$ cat src/rtl/nested_arb_pkg.sv
// ---------------------------------------------------------------------------
// nested_arb_pkg
//   Shared definitions for the nested round-robin arbiter slice.
//   - DEF_NUM_REQ / DEF_DATA_W : default requester count and data width
//   - arb_state_t              : output-register state (IDLE = empty,
//                                HOLD = holding a granted word)
// ---------------------------------------------------------------------------
package nested_arb_pkg;

  localparam int DEF_NUM_REQ = 3;
  localparam int DEF_DATA_W  = 4;

  typedef enum logic [0:0] {
    IDLE = 1'b0,
    HOLD = 1'b1
  } arb_state_t;

endpackage : nested_arb_pkg

$ cat src/rtl/nested_rr_pick.sv
// ---------------------------------------------------------------------------
// nested_rr_pick
//   Combinational round-robin search. Finds the first set bit of req,
//   starting at index ptr and wrapping NUM_REQ-1 -> 0.
//
//   Ports
//     req    in   NUM_REQ          request vector
//     ptr    in   $clog2(NUM_REQ)  search start index (must be < NUM_REQ)
//     any    out  1                at least one request bit is set
//     winner out  $clog2(NUM_REQ)  index of the selected request
//                                  (0 when any is low)
// ---------------------------------------------------------------------------
module nested_rr_pick
  import nested_arb_pkg::*;
#(
  parameter int NUM_REQ = DEF_NUM_REQ
) (
  input  logic [NUM_REQ-1:0]         req,
  input  logic [$clog2(NUM_REQ)-1:0] ptr,
  output logic                       any,
  output logic [$clog2(NUM_REQ)-1:0] winner
);

  localparam int PTR_W = $clog2(NUM_REQ);
  localparam int SUM_W = PTR_W + 1;
  localparam logic [SUM_W-1:0] N_SUM = SUM_W'(NUM_REQ);

  logic [NUM_REQ-1:0] rot;     // req rotated so that bit 0 is req[ptr]
  logic [PTR_W-1:0]   offset;  // distance from ptr to the winner
  logic [SUM_W-1:0]   sum;     // ptr + offset before the modulo fold

  always_comb begin
    // NOTE: every output of a combinational block gets a default first, so
    // no path leaves a value unassigned and no latch is inferred.
    any    = 1'b0;
    offset = '0;
    winner = '0;

    // Rotating a doubled copy turns "search upward from ptr with wrap" into
    // a plain lowest-set-bit search starting at bit 0.
    rot = NUM_REQ'({req, req} >> ptr);
    any = |rot;

    // Scan high to low so the lowest set bit is the final assignment.
    for (int k = NUM_REQ - 1; k >= 0; k--) begin
      if (rot[k]) begin
        offset = PTR_W'(k);
      end
    end

    // ptr and offset are both < NUM_REQ, so one conditional subtract is a
    // complete modulo.
    sum = {1'b0, ptr} + {1'b0, offset};
    if (sum >= N_SUM) begin
      winner = PTR_W'(sum - N_SUM);
    end else begin
      winner = PTR_W'(sum);
    end
  end

endmodule : nested_rr_pick

$ cat src/rtl/nested_rr_arbiter.sv
// ---------------------------------------------------------------------------
// nested_rr_arbiter
//   Round-robin arbiter feeding a single registered output channel. Each
//   cycle the output register is free (empty, or being drained this cycle),
//   the first valid requester at or above the rotating pointer is accepted
//   and its word is presented on out_data the next cycle. Back-to-back
//   grants sustain one transfer per clock.
//
//   Ports
//     clk        in   1                single clock, rising edge
//     rst        in   1                synchronous, active-high reset
//     req_valid  in   NUM_REQ          per-requester data valid
//     req_data   in   NUM_REQ*DATA_W   requester i at [i*DATA_W +: DATA_W]
//     req_ready  out  NUM_REQ          one-hot (or zero) accept strobe
//     out_valid  out  1                output register holds a word
//     out_data   out  DATA_W           granted word
//     out_ready  in   1                downstream accepts out_data
//     grant_id   out  $clog2(NUM_REQ)  requester index of out_data
//     xfer_cnt   out  8                completed output transfers (wraps)
// ---------------------------------------------------------------------------
module nested_rr_arbiter
  import nested_arb_pkg::*;
#(
  parameter int NUM_REQ = DEF_NUM_REQ,
  parameter int DATA_W  = DEF_DATA_W
) (
  input  logic                        clk,
  input  logic                        rst,
  input  logic [NUM_REQ-1:0]          req_valid,
  input  logic [NUM_REQ*DATA_W-1:0]   req_data,
  output logic [NUM_REQ-1:0]          req_ready,
  output logic                        out_valid,
  output logic [DATA_W-1:0]           out_data,
  input  logic                        out_ready,
  output logic [$clog2(NUM_REQ)-1:0]  grant_id,
  output logic [7:0]                  xfer_cnt
);

  localparam int PTR_W = $clog2(NUM_REQ);

  arb_state_t         state;
  logic [PTR_W-1:0]   ptr;

  logic               pick_any;
  logic [PTR_W-1:0]   pick_winner;
  logic [PTR_W-1:0]   next_ptr;
  logic [DATA_W-1:0]  winner_data;
  logic               slot_free;   // output register can take a word now
  logic               load;
  logic               xfer;

  nested_rr_pick #(
    .NUM_REQ (NUM_REQ)
  ) u_pick (
    .req    (req_valid),
    .ptr    (ptr),
    .any    (pick_any),
    .winner (pick_winner)
  );

  assign out_valid = (state == HOLD);
  assign xfer      = out_valid && out_ready;
  assign slot_free = (state == IDLE) || out_ready;

  // Reset gates the accept so a requester never sees req_ready while its
  // word would be thrown away by the reset.
  assign load = !rst && slot_free && pick_any;

  assign winner_data = req_data[pick_winner*DATA_W +: DATA_W];
  assign next_ptr    = (pick_winner == PTR_W'(NUM_REQ - 1)) ? '0
                                                             : pick_winner + PTR_W'(1);

  always_comb begin
    req_ready = '0;
    if (load) begin
      req_ready[pick_winner] = 1'b1;
    end
  end

  // NOTE: state is updated with non-blocking assignments so every register
  // samples the pre-edge values, independent of statement order.
  always_ff @(posedge clk) begin
    if (rst) begin
      state    <= IDLE;
      ptr      <= '0;
      out_data <= '0;
      grant_id <= '0;
      xfer_cnt <= '0;
    end else begin
      if (xfer) begin
        xfer_cnt <= xfer_cnt + 8'd1;
      end

      if (load) begin
        state    <= HOLD;
        out_data <= winner_data;
        grant_id <= pick_winner;
        ptr      <= next_ptr;
      end else if (xfer) begin
        // Drained with nothing waiting: the register goes empty. out_data
        // and grant_id keep their last value; they are ignored while
        // out_valid is low.
        state <= IDLE;
      end
    end
  end

  // Accept strobe is never more than one requester.
  assert property (@(posedge clk) $onehot0(req_ready));

  // A stalled word must not move or disappear.
  assert property (@(posedge clk) disable iff (rst)
    (out_valid && !out_ready) |=>
      (out_valid && $stable(out_data) && $stable(grant_id)));

endmodule : nested_rr_arbiter

$ cat config.mk
export PLATFORM = sky130hd
export DESIGN_NAME = nested_rr_arbiter
export DESIGN_NICKNAME = d
export VERILOG_FILES = /design/src/rtl/nested_arb_pkg.sv /design/src/rtl/nested_rr_pick.sv /design/src/rtl/nested_rr_arbiter.sv
export SDC_FILE = /design/constraint.sdc
export NUM_CORES = 1
export LEC_CHECK = 0
export CORE_MARGIN = 4
export CORE_UTILIZATION = 40
export CTS_CLUSTER_DIAMETER = 120
export DETAILED_ROUTE_END_ITERATION = 7
export GPL_ROUTABILITY_DRIVEN = 0
export GPL_TIMING_DRIVEN = 0
export PLACE_DENSITY = 0.72
export SYNTH_ARGS = -nofsm -noshare
export SYNTH_HDL_FRONTEND = slang
export SYNTH_SLANG_ARGS = --single-unit
$ cat constraint.sdc
create_clock -name clk -period 7.7 [get_ports clk]
set_clock_uncertainty 0.05 [all_clocks]
set_input_delay 1.54 -clock clk [delete_from_list [all_inputs] [get_ports clk]]
set_output_delay 1.54 -clock clk [all_outputs]
set_load 0.1 [all_outputs]
# Yosys cells after proc, flatten, opt, wreduce, memory -nomap -nowiden
# Cells that the tools add are included.
# op_classes
n_reduce_logical	8
magnitude_cmp	3
n_bitwise	1
n_mux	10
eq_ne	1
n_addsub	4
n_shift	2
# op_table
operator	count
$shiftx 12x5->4	1
$mux 2	5
$add 8x1->8 const B	1
$shr 6x2->3	1
$logic_and 1x1->1	4
$add 2x2->3	1
$ge 3x2->1 const B	1
$lt 2x3->1 const B	1
$mux 1	3
$mux 3	1
$reduce_or 3->1	1
$add 2x1->2 const B	1
$demux 1 s2	1
$eq 2x2->1 const B	1
$ge 2x1->1 const B	1
$reduce_bool 2->1	1
$sub 2x2->2 const B	1
$logic_not 1->1	1
$logic_or 1x1->1	1
$not 1->1	1
# word_totals
register_bits	17
input_bits	18
out_inout_bits	18

# Depth between registers and ports, before layout
# Gate-level depths: netlist of run 1.
# logic_depth
word_depth	12
ltp_mapped	13
ltp_nobuf	13

# Modules after synthesis
# From an unflattened synthesis of run 1, not the netlist that was laid out.
# hier_totals
cells_unflattened	120
area_unflattened_um2	1028.5
# by_module_without_submodules
mod	area_per_inst_um2	n_inst	seq_area_each_um2	cells_per_inst
nested_rr_arbiter	857.1	1	340.3	98
nested_rr_pick	171.4	1	0.0	22

# Worst setup path after synthesis of run 1
# OpenSTA, ideal clock, no wires.
# synth_path
kind	input to output
startpoint	input port req_valid[2]
endpoint	output port req_ready[2]
path_buffers	0
stages	10
required_ps	6110
arrival_ps	5561
slack_ps	549
cell_sequence	inv_1 -> or4_1 -> a21oi_1 -> a31oi_1 -> fa_1 -> inv_1 -> ha_1 -> and2b_1 -> o21ai_2 -> nor3_1
# synth_via
elab_chain_len	12
elab_cells_between_ends	16
classes_between	add/sub: 2; order compare: 3; shift: 1; mux: 7; reduce/logical: 3
# synth_lines
element	line_no	source
start: declaration	nested_rr_arbiter.sv:29	input logic [NUM_REQ-1:0] req_valid,
$shr 6x2->3 (*)	nested_rr_pick.sv:41	rot = NUM_REQ'({req, req} >> ptr);
$mux 2 (3 in a row)	nested_rr_pick.sv:46	if (rot[k]) begin
$add 2x2->3	nested_rr_pick.sv:53	sum = {1'b0, ptr} + {1'b0, offset};
$ge 3x2->1 / $sub 2x2->2 (equally long branches)	nested_rr_pick.sv:54, nested_rr_pick.sv:55	
$mux 2	nested_rr_pick.sv:54	if (sum >= N_SUM) begin
$lt 2x3->1 (implied by the code) / $ge 2x1->1 (equally long branches)	nested_rr_arbiter.sv:76	req_ready[pick_winner] = 1'b1;
$logic_and 1x1->1 (implied by the code)	nested_rr_arbiter.sv:76	
$mux 1 (implied by the code)	nested_rr_arbiter.sv:76	
$demux 1 s2	nested_rr_arbiter.sv:76	
$mux 3 (*)	nested_rr_arbiter.sv:75	if (load) begin
end: declaration	nested_rr_arbiter.sv:31	output logic [NUM_REQ-1:0] req_ready,
# Every way passes the cells marked *; elsewhere a longest branch is shown, timed or not.

# Final worst setup path of run 1
# layout_path
startpoint	input port req_valid[2]
endpoint	output port req_ready[0]
# Same word-level chain as after synthesis.

==> impl_metrics.csv, run 1 <==
group,metric,value,unit
yosys,yosysSeqAreaShare,31.1,%
setup_path,path_class,"input port to output port",
die,die_x,60.3,µm
route,wl_per_cell,13.5,µm
setup_path,path_max_fanout,8,
setup_path,r2r_slack,4440,ps
yosys,synth.distinct_cells,40,
power_and_ir_drop,pwr-share-comb,73.8,%
setup_path,r2r-start,"ptr[1]",
route,drc_errors,0,
route,vias_per_cell,5.53,
setup_path,endpoint_kind,"output port",
timing,whs,448,ps
die,rows,18,
layout,layout_commonest_cell,"clkdlybuf4s50_1",
timing,setup_viol,0,
placed_design,post_dp_cell_area,1480,µm²
route,ant_nets,0,
route,routed_wl,2720,µm
placed_design,io_buffers,35,
setup_path,startpoint_type,"input port",
min_path,min-delay-start,"grant_id[0]",
timing,worst_slew_pin_slew,980,ps
die,start_util,43.1,%
setup_path,required,6110,ps
min_path,hold_path.class,"register to register",
clock_network,cts.sink_count,17,
setup_path,path_cells,"clkdlybuf4s50_1 > inv_1 > or4_1 > a21oi_1 > a31oi_1 > fa_1 > inv_1 > ha_1 > and2b_1 > o21ai_2 > nand3b_1 > inv_1 > clkdlybuf4s50_1",
grt,grt-ovfl-total,0,
timing,min_period,7420,ps
setup_path,r2r_end,"out_data[1]",
timing,tns,0,ps
power_and_ir_drop,ir_worst_vdd,0.328,mV
power_and_ir_drop,intPower,0.272,mW
timing,fin_crit_sh,96.4,%
yosys,syn_inst,132,
layout,multi_input_area,701,µm²
power_and_ir_drop,switching_share,56.1,%
clock_network,cts_tree,"built",
setup_path,r2r_cells,11,
run,max_cap_violations,0,
run_status,status,"complete, no violations",
clock_network,cts_buffers,3,
timing,fmax,0.135,GHz
clock_network,htree_levels,1,
layout,regArea,340,µm²
setup_path,cp_slowest_cell,"clkdlybuf4s50_1",
placed_design,placed_cells,197,
yosys,synth_seq_cells,17,
timing,maxSlewViolCount,0,
clock_network,cts_buffer_depth,2,
grt,grt_pass1_vias,1055,
layout,drive_above_1_share,7.02,%
power_and_ir_drop,p_seq_share,18.8,%
yosys,synth_warnings,0,
layout,final_cell_mix,"34 x clkdlybuf4s50_1, 17 x dfxtp_1, 11 x o21ai_1, 10 x inv_1, 9 x nor2_1",
grt,antenna_found_initial,0,
setup_path,cp.arrival,5830,ps
grt,grt_start_max_net_pins,11,
power_and_ir_drop,powerDensity,409,nW/µm²
die,die-area,3640,µm²
yosys,syn-mean-instance-area,8.30,µm²
yosys,syn_nets,154,
power_and_ir_drop,p_sw,0.347,mW
die,ios,36,
route,drtIter0Drc,48,
clock_network,clk_pin_slew,100,ps
yosys,synth_area,1100,µm²
clock_network,root_buffer,"clkbuf_4",
route,vias,1111,
grt,grt_usage,16.2,%
layout,stdcell_area,1510,µm²
timing,hold_viol,0,
layout,fin_nets,194,
layout,n_fill_cell,237,
min_path,min_path_cells,2,
timing,grt_setup_unrepaired,"no",
min_path,hold_path_end,"grant_id[0]",
timing,max_slew_margin,34.5,%
clock_network,postCtsSetupBuffers,0,
clock_network,clock_latency,280,ps
setup_path,slowest_delay,1120,ps
die,die_h,60.3,µm
grt,grt_first_pass_wirelength,4530,µm
layout,syn2layout_area_growth,38.0,%
setup_path,cpMostUsedCell,"inv_1",
power_and_ir_drop,leakage,0.578,nW
placed_design,hpwl,2180,µm
power_and_ir_drop,clkPwrFrac,7.4,%
layout,instances_no_fill,201,
route,drtPass1Iterations,5,
die,core_area,2540,µm²
layout,antenna_cells,0,
==> worst max-delay path: cells and delay by family <==
kind / cells / cell delay, ps
AO/OA/AOI/OAI: 3 / 370
buffers and inverters: 5 / 2000
adder cells (fa/ha/maj): 2 / 890
AND/OR/NAND/NOR: 3 / 1030
==> layout make-up <==
type / instances / area share [%]
Tap cell: 30 / 2.48
Timing Repair Buffer: 35 / 23.3
Multi-Input combinational cell: 101 / 46.3
Clock buffer: 4 / 1.74
Buffer: 4 / 1.16
Inverter: 10 / 2.48
Sequential cell: 17 / 22.5
==> Yosys cell counts (all sizes together) <==
library cell  number  area [µm²]
dfxtp             17         340
o21ai             13        68.8
inv               10        37.5
nor2               9        33.8
a21oi              8        40.0
nor3               7        57.6
nand2              6        22.5
a211oi             5        37.5
a31oi              5        31.3
nand3              5        25.0
and3               4        25.0
o21a               4        30.0
o22ai              4        25.0
buf                3        13.8
ha                 3        37.5
or3                3        23.8
xnor2              3        26.3
xor2               3        26.3
and2b              2        15.0
nand2b             2        12.5
nand3b             2        27.5
nor2b              2        15.0
nor3b              2        15.0
a2111oi            1        27.5
and3b              1        8.76
clkbuf             1        3.75
fa                 1        20.0
nand4              1        6.26
nand4b             1        8.76
o211a              1        10.0
o31ai              1        7.51
or3b               1        8.76
or4                1        7.51
==> state kept, by name, indices dropped and copies added, names as in the netlist <==
name / flops
xfer_cnt: 8
out_data: 4
grant_id: 2
ptr: 2
out_valid: 1
==> routing by layer <==
layer	up-vias	global-route usage (%)	part of all wire [%]
li1	559	-	-
met1	505	19.4	43
met3	4	5.11	7.1
met2	43	28.2	49
met4	0	3.48	0.99
met5	-	0	0
==> power by group through the flow <==
stage,registers [mW],logic [mW],clock network [mW]
floorplan,0.194,0.280,0
global placement,0.117,0.445,0
detailed placement,0.118,0.455,0
CTS,0.116,0.458,0.0473
global route,0.118,0.491,0.0525
finish,0.116,0.456,0.0457
==> metrics by stage <==
step / worst slack, ps / power (mW) / utilization [%]
3_5_place_dp: 307 / 0.573 / 58.3
4_1_cts: 290 / 0.621 / 59.3
2_1_floorplan: 549 / 0.475 / -
5_1_grt: 25.6 / 0.661 / 59.4
3_3_place_gp: 394 / 0.562 / 58.3
6_report: 276 / 0.618 / 59.4
==> kinds of logic (layout without fill, tap and decap cells) <==
| logic type | count (synthesis) | in the layout | share of synthesized area (%) |
|---|---|---|---|
| DFF | 17 | 17 | 31.1 |
| buffers and inverters | 14 | 53 | 5.02 |
| AOI/OAI and AO/OA | 42 | 42 | 25.3 |
| xor gates and xnor gates | 6 | 6 | 4.80 |
| and+or+nand+nor | 49 | 49 | 28.5 |
| adders and majority gates | 4 | 4 | 5.25 |
==> worst max path at each step <==
stage | start | end | slack, ps | cells past startpoint
2_1_floorplan | req_valid[2] | req_ready[2] | 550 | 10
6_report | req_valid[2] | req_ready[0] | 280 | 13
4_1_cts | req_valid[2] | req_ready[0] | 290 | 13
3_3_place_gp | req_valid[2] | req_ready[1] | 390 | 13
3_5_place_dp | req_valid[2] | req_ready[1] | 310 | 13
5_1_grt | req_valid[2] | req_ready[0] | 30 | 13
==> timing repair <==
item                                    CTS  global route
endpoints found under the hold margin     0             0
resized for setup                         0             1
hold buffers                              0             0
endpoints found under the setup margin    0             1
No activity file was read; power rests on OpenSTA's default activity.
==> run 2: changes to the inputs <==
GPL_TIMING_DRIVEN = default   (was 0)
==> impl_metrics.csv, run 2 (synthesis gave the netlist of run 1 again) <==
group,metric,value,unit
clock_network,cts.sink_count,17,
route,drtPass1Iterations,4,
setup_path,cp_slowest_cell,"fa_1",
setup_path,slowest_delay,640,ps
grt,met2_usage,27.6,%
grt,grt_first_pass_wirelength,4770,µm
setup_path,path_max_fanout,8,
clock_network,root_buffer,"clkbuf_4",
grt,grt_pass1_vias,1046,
grt,grt_most_used_layer,"met2",
grt,grt_usage,17.3,%
clock_network,postCtsSetupBuffers,0,
clock_network,clk_pin_slew,100,ps
layout,antenna_cells,0,
power_and_ir_drop,leakage,0.558,nW
layout,final_cell_mix,"32 x clkdlybuf4s50_1, 17 x dfxtp_1, 11 x o21ai_1, 10 x inv_1, 9 x nor2_1",
layout,largestRegisters,"xfer_cnt: 8 flops, out_data: 4 flops",
setup_path,required,6110,ps
setup_path,path_class,"input port to output port",
setup_path,endpoint_kind,"output port",
power_and_ir_drop,intPower,0.265,mW
grt,grt_start_max_net_pins,22,
timing,min_period,6590,ps
timing,maxSlewViolCount,0,
timing,worst_slew_pin_slew,997,ps
die,die_h,60.3,µm
grt,antenna_found_initial,0,
timing,fin_crit_sh,85.6,%
layout,drive_above_1_share,8.38,%
min_path,hold_path.class,"register to register",
die,die_x,60.3,µm
layout,fin_nets,190,
power_and_ir_drop,powerDensity,413,nW/µm²
timing,setup_ws,1110,ps
clock_network,htree_levels,1,
run_status,status,"complete, no violations",
layout,syn2layout_area_growth,35.6,%
timing,hold_viol,0,
grt,grt_util_met3,6.17,%
clock_network,cts_buffer_depth,2,
power_and_ir_drop,switching_share,56.9,%
die,core_area,2540,µm²
route,vias,1111,
grt,grt-ovfl-total,0,
die,rows,18,
placed_design,hpwl,2150,µm
setup_path,path_cells,"clkdlybuf4s50_1 > inv_1 > or4_1 > a21oi_1 > a31oi_1 > fa_1 > inv_1 > ha_1 > nand4b_1 > o21ai_2 > nand3_1 > inv_1 > buf_4",
timing,fmax,0.152,GHz
grt,grt.met1_usage,22.0,%
setup_path,cp.arrival,5000,ps
clock_network,cts_tree,"built",
timing,tns,0,ps
placed_design,post-place-ws,1140,ps
setup_path,startpoint_type,"input port",
timing,grt_setup_unrepaired,"no",
power_and_ir_drop,ir_worst_vdd,0.299,mV
placed_design,io_buffers,35,
die,start_util,43.1,%
setup_path,cpMostUsedCell,"inv_1",
die,die-area,3640,µm²
route,ant_nets,0,
clock_network,clock_latency,290,ps
die,ios,36,
route,drtIter0Drc,29,
timing,setup_viol,0,
run,max_cap_violations,0,
layout,final_util,58.4,%
layout,stdcell_area,1490,µm²
timing,max_slew_margin,33.3,%
route,drc_errors,0,
placed_design,post_dp_cell_area,1460,µm²
power_and_ir_drop,p_sw,0.350,mW
clock_network,ctsResizeCount,0,
clock_network,cts_buffers,3,
layout,largest_register_ffs,8,
route,wl_per_cell,14.1,µm
route,routed_wl,2770,µm
layout,layout_commonest_cell,"clkdlybuf4s50_1",
power_and_ir_drop,p_seq_share,19.4,%
clock_network,hold_buffers,0,
layout,top_register,"xfer_cnt",
power_and_ir_drop,clkPwrFrac,7.7,%
power_and_ir_drop,pwr-share-comb,72.8,%
route,vias_per_cell,5.64,
==> run 2: changes by cell type in the layout (fill, tap and decap cells not counted), sizes merged <==
cell           change
dlymetal6s2s       -1
clkinv             +1
clkbuf             -2
clkdlybuf4s50      -2
==> run 2: power by group through the flow <==
stage	clock (mW)	combinational, mW	sequential [mW]
3_5_place_dp	0	0.443	0.121
6_report	0.0475	0.447	0.119
4_1_cts	0.0489	0.446	0.120
3_3_place_gp	0	0.435	0.121
5_1_grt	0.0536	0.483	0.122
2_1_floorplan	0	0.280	0.194
==> run 2: per-stage QoR <==
step | hold WS, ps | cells | power [mW]
floorplan | 447 | 132 | 0.475
global placement | 432 | 193 | 0.556
detailed placement | 439 | 193 | 0.564
CTS | 454 | 197 | 0.614
global route | 507 | 197 | 0.659
finish | 448 | 197 | 0.615
==> run 2: layout make-up <==
type	instances	area [µm²]
multi-input cells	101	701
flip-flops and latches	17	340
inverters	10	37.5
repair buffers	35	343
clock inverters	1	5.00
well taps	30	37.5
clock buffers	3	22.5
fillers	252	1060
==> run 2: final timing paths <==
check / from / end / slack (ps) / cells past startpoint
max: req_valid[2] / req_ready[1] / 1110 / 13
min: grant_id[0] / grant_id[0] / 450 / 2
max reg2reg: ptr[1] / out_data[0] / 4530 / 10
min reg2reg: grant_id[0] / grant_id[0] / 450 / 2
==> run 2: per-layer routing <==
layer / wire length [µm] / up-vias
met2: 1340 / 34
met4: 33 / 0
met5: 0 / -
met1: 1200 / 523
met3: 194 / 4
li1: - / 550
==> run 2: worst max-delay path: cells and delay by family <==
kind	cells	cell delay (ps)
adders and majority gates	2	860
AOI/OAI and AO/OA	3	470
and+or+nand+nor	3	950
buffers and inverters	5	1160
==> run 3: changes to the inputs <==
clock period = 7.35 ns   (was 7.7 ns; I/O delays follow)
==> results of run 3 <==
The final DEF is identical to that of run 2. Status: complete, no violations.
Main changes from that run: setup slack after placement 1140 ps -> 926 ps; setup slack after layout 1110 ps -> 899 ps; register-to-register setup slack 4530 ps -> 4180 ps; total power 0.615 mW -> 0.644 mW; worst IR drop on VDD 0.299 mV -> 0.314 mV
